[config.mk]
export PLATFORM = sky130hd
export DESIGN_NAME = mmio_sim_console
export DESIGN_NICKNAME = d
export VERILOG_FILES = /design/src/rtl/mmio_sim_console.sv
export SDC_FILE = /design/constraint.sdc
export NUM_CORES = 1
export LEC_CHECK = 0
export ABC_AREA = 1
export ABC_CLOCK_PERIOD_IN_PS = 2600
export BUFFER_PORTS_ARGS = -buffer_cell sky130_fd_sc_hd__buf_2
export CAP_MARGIN = 25
export CELL_PAD_IN_SITES_DETAIL_PLACEMENT = 1
export CELL_PAD_IN_SITES_GLOBAL_PLACEMENT = 1
export CORE_MARGIN = 2
export CORE_UTILIZATION = 40
export DETAILED_ROUTE_END_ITERATION = 10
export GPL_ROUTABILITY_DRIVEN = 1
export HOLD_SLACK_MARGIN = 0.06
export PLACE_DENSITY = 0.77
export SYNTH_ARGS = -nofsm -noshare
export SYNTH_HDL_FRONTEND = slang
export SYNTH_SLANG_ARGS = --single-unit
[constraint.sdc]
create_clock -name clk -period 2.6 [get_ports clk]
set_clock_uncertainty 0.05 [all_clocks]
set_input_delay 0 -clock clk [delete_from_list [all_inputs] [get_ports clk]]
set_output_delay 0 -clock clk [all_outputs]
set_load 0.02 [all_outputs]
[src/rtl/mmio_sim_console.sv]
// Simulation console on the CPU data bus: stores print bytes through a TX FIFO or
// post a tohost pass/fail code; loads return the code, status and a cycle counter.
module mmio_sim_console #(
    parameter logic [31:0] BASE_ADDR  = 32'h0000_0400,
    parameter int          FIFO_DEPTH = 8
) (
    input  logic        clk,
    input  logic        reset,
    input  logic [31:0] addr,
    input  logic        write_en,
    input  logic [31:0] write_data,
    output logic [31:0] read_data,
    output logic        sel,
    output logic        tx_valid,
    output logic [7:0]  tx_byte,
    input  logic        tx_ready,
    output logic        halt,
    output logic        pass,
    output logic        done
);
    localparam int AW = $clog2(FIFO_DEPTH);
    localparam int CW = AW + 1;

    typedef enum logic [1:0] {
        S_RUN   = 2'd0,
        S_DRAIN = 2'd1,
        S_DONE  = 2'd2
    } state_t;

    state_t         state, state_next;
    logic [7:0]     mem [FIFO_DEPTH];
    logic [AW-1:0]  rd_ptr, wr_ptr;
    logic [CW-1:0]  count;
    logic           overflow;
    logic [31:0]    code;
    logic [31:0]    cycle;
    logic [1:0]     off;
    logic           full, empty, pop, push_req, push_ok, code_ok;
    logic [31:0]    status;
    logic           unused_addr_bits;

    assign unused_addr_bits = ^addr[1:0];
    assign off      = addr[3:2];
    assign sel      = (addr[31:4] == BASE_ADDR[31:4]);
    assign full     = (count == CW'(FIFO_DEPTH));
    assign empty    = (count == '0);

    // tx stream: a byte transfers on any rising edge where tx_valid && tx_ready;
    // tx_valid never depends on tx_ready and the head byte holds until taken.
    assign tx_valid = !empty;
    assign tx_byte  = empty ? 8'h00 : mem[rd_ptr];
    assign pop      = tx_valid & tx_ready;
    assign push_req = write_en & sel & (off == 2'd1);
    // A full FIFO still accepts a byte when the head leaves in the same cycle.
    assign push_ok  = push_req & (!full | pop);
    assign code_ok  = write_en & sel & (off == 2'd0) & !halt & (write_data != 32'd0);

    assign done     = (state == S_DONE);
    assign status   = {overflow, done, halt, pass, full, empty, 10'b0, 16'(count)};

    always_comb begin
        read_data = 32'd0;
        if (sel) begin
            case (off)
                2'd0:    read_data = code;
                2'd2:    read_data = status;
                2'd3:    read_data = cycle;
                default: read_data = 32'd0;
            endcase
        end
    end

    always_comb begin
        state_next = state;
        case (state)
            S_RUN:   if (code_ok) state_next = S_DRAIN;
            // Registered count: an emptying pop is seen one cycle later.
            S_DRAIN: if (count == '0 && !push_ok) state_next = S_DONE;
            S_DONE:  state_next = S_DONE;
            default: state_next = S_RUN;
        endcase
    end

    always_ff @(posedge clk) begin
        if (push_ok) mem[wr_ptr] <= write_data[7:0];
    end

    always_ff @(posedge clk or negedge reset) begin
        if (!reset) begin
            state    <= S_RUN;
            rd_ptr   <= '0;
            wr_ptr   <= '0;
            count    <= '0;
            overflow <= 1'b0;
            code     <= 32'd0;
            halt     <= 1'b0;
            pass     <= 1'b0;
            cycle    <= 32'd0;
        end else begin
            state <= state_next;
            cycle <= cycle + 32'd1;
            if (push_ok) wr_ptr <= wr_ptr + 1'b1;
            if (pop)     rd_ptr <= rd_ptr + 1'b1;
            if (push_ok && !pop)      count <= count + 1'b1;
            else if (!push_ok && pop) count <= count - 1'b1;
            if (push_req && !push_ok) overflow <= 1'b1;
            if (code_ok) begin
                code <= write_data;
                halt <= 1'b1;
                pass <= (write_data == 32'd1);
            end
        end
    end
endmodule
* Yosys cells after proc, flatten, opt, wreduce, memory -nomap -nowiden *
Memories as Yosys holds them, arrays and structs flattened.
Index checks and enable logic that the tools add are counted.
W data, S select, Z words.

storage, ports and cells
  word-level logic and storage cells = 58
  flip-flop bits (word level) = 79
  output and inout port bits = 45
  memory bits (writable) = 64
  memories kept = 1

memories
  memory  depth  width  read ports  clocked after memory_dff  wr ports  RTL line  RTL
  mem     8      8      1           0                         1         31        logic [7:0] mem [FIFO_DEPTH];

cells by class
  add/subtract/negate cells = 5
  multiplexer cells = 10
  reductions and logical operators = 15
  bitwise logic cells = 8
  eq/ne operators = 10

operators by type and width
  operator                 count
  $pmux W32 S3             1
  $add A32 B1 Y32 const B  1
  $eq A32 B1 Y1 const B    1
  $mux W32                 1
  $reduce_bool A32 Y1      1
  $eq A28 B7 Y1 const B    1
  $mux W4                  2
  $mux W8                  1
  $and A1 B1 Y1            7
  $add A3 B1 Y3 const B    2
  $eq A2 B2 Y1 const B     3
  $pmux W2 S3              1
  $logic_not A1 Y1         5
  $add A4 B1 Y4 const B    1
  $eq A2 B1 Y1 const B     2
  $eq A4 B4 Y1 const B     1
  $logic_and A1 B1 Y1      4
  $logic_not A2 Y1         2
  $logic_not A4 Y1         1
  $mux W2                  2
  $ne A2 B2 Y1 const B     2
  $sub A4 B1 Y4 const B    1
  $mux W1                  2
  $reduce_and A2 Y1        1
  2 further kinds          2

* Depth between registers and ports, before layout *
  depth after elaboration = 9
  depth in mapped cells = 16
  gate-level depth less buffers = 16

* Worst setup path after synthesis *
No wires, ideal clock.

  path kind = flip-flop to flip-flop
  start = register count[0]
  end = register count[3]
  stages on the path, launching flop included = 17
  path slack = 71 ps
  data arrival time = 2,354 ps
  cell sequence = dfrtp_1 nor2_1 inv_1 nor2_1 nand2_1 inv_1 nor2_1 inv_1 ha_1 inv_1 ha_1 a21o_1 a21oi_1 nand2_1 nand2_1 nor2_1 xor2_1

between the ends
  longest elaborated chain between the ends = 8

RTL lines
  what                                 RTL line  RTL
  start, declared                      33        logic [CW-1:0] count;
  start signal, assigned               104       if (push_ok && !pop) count <= count + 1'b1;
  start signal, assigned               105       else if (!push_ok && pop) count <= count - 1'b1;
  $logic_not A4 Y1 (*)                 46        assign empty = (count == '0);
  $logic_not A1 Y1 (*)                 50        assign tx_valid = !empty;
  net tx_valid                         14        output logic tx_valid,
  $and A1 B1 Y1 (*)                    52        assign pop = tx_valid & tx_ready;
  $or A1 B1 Y1                         55        assign push_ok = push_req & (!full | pop);
  $and A1 B1 Y1                        55
  $logic_not A1 Y1                     105
  $logic_and A1 B1 Y1                  105
  $reduce_bool A2 Y1 (no source line)  n/a

Mark *: on every way through the listed nets, which the timed path passes. The rest lies on a longest branch. The select of a mux whose other input is x is not followed.
A chain may end at the register's enable or synchronous reset.

* Final worst setup path *
  start = register count[1]
  end = register count[3]

between the ends
  longest elaborated chain between the ends = 8

RTL lines
  what                                 RTL line  RTL
  $logic_not A4 Y1                     46
  $logic_not A1 Y1                     50
  $and A1 B1 Y1                        52
  $or A1 B1 Y1 (*)                     55
  $and A1 B1 Y1 (*)                    55
  net push_ok                          38        logic full, empty, pop, push_req, push_ok, code_ok;
  $logic_not A1 Y1                     105
  $logic_and A1 B1 Y1                  105
  $reduce_bool A2 Y1 (no source line)  n/a

Marks and branches as above.

==> flow_results.org <==
** Setup path
- Across all register-to-register paths, the minimum setup slack is 0.21 ns.
- Most repeated library cell on the critical path :: sky130_fd_sc_hd__nand2_1
- The worst setup path is launched from a register.
- The slowest stage of the critical path belongs to the cell sky130_fd_sc_hd__dfrtp_2.
- Counting both buffers and inverters, the worst setup path holds a total of 3.
- The largest single stage delay on the critical path is 0.42 ns.
- Crit path cell chain :: nor2_2 > inv_1 > nor3_2 > nand2_1 > inv_2 > nor2_4 > ha_1 > inv_2 > ha_1 > a21o_1 > a21oi_1 > nand2_1 > nand2_1 > nor2_1 > xor2_1
- Data arrives at the worst endpoint at 2.64 ns.
- Setup Crit Path Kind :: reg -> reg
- Cell family contributing the most delay on the critical path :: simple AND/OR/NAND/NOR gates
- In this run the worst path has a maximum fanout of 7.
- The worst setup path is captured at a register.
- Req. time, crit path :: 2.86 ns

** GRT
- Antenna violations before repair :: 0
- Entering global routing, the biggest net connects 80 pins.
- First-pass GRT wire length :: 32870 um
- For this run the aggregate overflow at the end of global routing stands at 0.
- For this run, the total global-route usage over all layers was measured as 0.2269.
- Via count of the first global-routing pass :: 6375

** Pwr
- Power Density :: 719.3 nW/um2
- Proportion of power drawn by the clock network :: 0.373
- Power, Total :: 6524 uW
- The share of total power dissipated in sequential elements is 0.382.
- The internal portion of the total power is 4423 uW.
- Net switching fraction of the power :: 0.3221
- Power dissipated by switching net loads :: 2101 uW
- Total leakage power :: 0.003931 uW
- Maximum VDD drop :: 0.4940 mV
- Of the total power, combinational logic draws 0.245.

** Floorplanning
- Measured along the y axis, the die boundary spans 137.9 um.
- For this configuration, the core starts out at a cell density of 0.4118.
- Width of the chip :: 137.9 um
- Row cnt :: 48
- 113 I/O pins were placed.
- Area of the core region :: 17420 um2
- The die covers 19020 um2.

** Finish
- The sequential cells in the finished layout cover a total of 3900 um2.
- The net count of the finished layout is 1035.
- The number of antenna diodes in the final layout is 0.
- Post-layout util :: 0.5208
- The finished cells cover 9070 um2.
- The library cell used most frequently in the layout, excluding fill and tap cells, is sky130_fd_sc_hd__nand2_1.
- Area growth, synth to finish :: 26.47%
- In the final layout, the share of cells above drive strength 1 is 0.2330.
- Most frequent cells in the layout :: 189 x sky130_fd_sc_hd__nand2_1, 110 x sky130_fd_sc_hd__nor2_1, 109 x sky130_fd_sc_hd__buf_2
- Counting the fill cells in the layout gives 2038.
- Multi-input gate area in the final layout :: 2855 um2

** Routing
- After detailed routing, the average wire length per cell comes to 16.93 um.
- Number of vias per cell after detailed routing :: 5.057
- Summing over every cut layer, the via total after detailed routing is 6043.
- For this run, design rule violations remaining after detail routing come to 0.
- Pre-antenna DRT Iters :: 4
- Summed over all layers, the routed wires come to 20230 um.
- Starting DRC count in detailed routing :: 254
- Post-detailed-route count of antenna-violating nets :: 0

** Timing
- Number of pins with negative max-slew slack in the final report :: 0
- Relative slew slack :: 0.4741
- After layout, the minimum clock period comes to 2.386 ns.
- Post-route clock period utilization :: 0.9177
- At the pin with the least slew margin, the transition time is 0.7836 ns.
- Setup violations remaining at the end of the flow were counted as 0.
- TNS Setup :: 0 ns
- Max Clk Rate :: 419.1 MHz
- The number of failing hold endpoints at the final stage came to 0.
- Setup repair after global routing left no endpoint under its margin.

** Yosys
- For this run, the register share of the synthesized area comes to 0.5436.
- After synthesis, the netlist uses 35 different library cells.
- The synthesized design spends more area on one cell type than any other, namely sky130_fd_sc_hd__dfrtp_1.
- Number of instances in the synthesized netlist :: 789
- FF+latch count, synth :: 143
- Synth Net Count :: 867
- Of the post-synthesis cell area, the dominant cell type holds 0.2756.
- Synthesized area per cell :: 9.090 um2
- EDFF count, synth :: 64
- Largest cells by area after synthesis :: sky130_fd_sc_hd__dfrtp_1 28%, sky130_fd_sc_hd__edfxtp_1 27%, sky130_fd_sc_hd__nand2_1 9.9%
- Synthesis warning total :: 0
- For this run, the leading register cell type out of synthesis is sky130_fd_sc_hd__dfrtp_1.
- Cell Area, Synth :: 7172 um2
- Async set-reset flop share out of synthesis :: 0.5524

** Clock network
- Clock latency reported for the late side of the worst-skew pair :: 0.43 ns
- CTS tree :: yes
- After clock tree synthesis, the clock-pin slew on the worst setup and hold paths is 0.06 ns.
- Clock tree sinks :: 143
- The H-tree was split into 4 levels.
- In this run the deepest clock path goes through 2 buffers.
- Number of clock buffers inserted by TritonCTS :: 17
- Clock root buffer :: sky130_fd_sc_hd__clkbuf_16

** Place
- The placed instances occupy a cell area of 8044 um2.
- Number of buffers added on ports :: 110
- Last weighted congestion value of the routability-driven placer :: 0.8284
- Estimated wirelength of the detail-placed design :: 13530 um

** Status
- Result of the run :: completed

** Hold path
- Hold WC Path Type :: in -> reg

** Job
- The tool flagged a number of max-cap violations equal to 0.
worst paths after layout:
check	startpoint	endpoint	depth (start not counted)
worst min-delay path	addr[2]	wr_ptr[0]$_DFFE_PN0P_	6
worst max-delay path	count[1]$_DFFE_PN0P_	count[3]$_DFFE_PN0P_	15
max in group asynchronous	reset	count[1]$_DFFE_PN0P_	4
worst min register to register	cycle[31]$_DFF_PN0_	cycle[31]$_DFF_PN0_	1
worst max register to register	count[1]$_DFFE_PN0P_	count[3]$_DFFE_PN0P_	15
min in group asynchronous	reset	code[12]$_DFFE_PN0P_	3
cell usage after synthesis (all sizes together) (5+ instances only):
cell / n
clkbuf: 16
nor4: 5
xnor2: 13
a21oi: 24
edfxtp: 64
ha: 9
a31oi: 18
xor2: 22
inv: 78
nor3: 21
o22ai: 8
nand2: 192
nor2: 122
nand4: 13
o21ai: 78
nand3: 13
dfrtp: 79
buf: 8
kinds of logic after synthesis:
logic type	Yosys count	share of synthesized area
AOI/OAI and AO/OA	130	0.1127
DFF	143	0.5436
and+or+nand+nor	369	0.2228
adders and majority gates	10	0.01849
xor gates and xnor gates	35	0.04274
buffers and inverters	102	0.05966
cell type report:
| class | count | share of cell area |
|---|---|---|
| clock inverter | 14 | 0.01711 |
| inverter | 78 | 0.03228 |
| multi-input combinational | 544 | 0.3148 |
| tap | 225 | 0.03104 |
| sequential | 143 | 0.4300 |
| timing repair buffer | 173 | 0.1275 |
| clock buffer | 18 | 0.04732 |
per-stage QoR:
stage | instances | hold slack (ns) | setup slack (ns)
final | 1195 | 0.09678 | 0.2141
after global routing | 1195 | 0.1377 | 0.01414
after CTS | 1191 | 0.07946 | 0.05909
after detailed placement | 1121 | 0.1990 | 0.07879
after global placement | 1121 | 0.1956 | 0.1959
after floorplan | 789 | -0.3456 | 0.07112
worst reg2reg max path, delay by kind of cell (launching register included):
kind | cells | cell delay [ns]
buffers and inverters | 3 | 0.24
xor gates and xnor gates | 1 | 0.13
adders and majority gates | 2 | 0.44
AOI/OAI and AO/OA | 2 | 0.34
DFF | 1 | 0.42
and+or+nand+nor | 7 | 0.64
layer usage:
metal / global-route usage / vias to the layer above / routed length [um]
li1: - / 2934 / -
met1: 0.2812 / 2964 / 8882
met2: 0.3952 / 116 / 10260
met3: 0.05263 / 29 / 719
met4: 0.06689 / 0 / 359
met5: 0 / - / 0
flip-flops by register name, summed over array words and instances, names as in the netlist:
| signal | flops |
|---|---|
| state | 2 |
| rd_ptr | 3 |
| cycle | 32 |
| mem | 64 |
| halt | 1 |
| overflow | 1 |
| code | 32 |
| pass | 1 |
| count | 4 |
| wr_ptr | 3 |
repair_timing:
action	CTS	global route
endpoints found under the hold margin	182	30
setup endpoints to repair	0	1
hold buffers	38	1
buffers inserted	0	2
resized for setup	0	6
power groups by stage:
stage               Combinational [uW]  Clock, uW  Sequential (uW)
finish                            1600       2430             2500
global route                      1790       2560             2500
CTS                               1570       2470             2490
detailed placement                1520          0             2540
global placement                  1470          0             2530
floorplan                          958          0             2520
No activity file was read; power rests on OpenSTA's default activity.
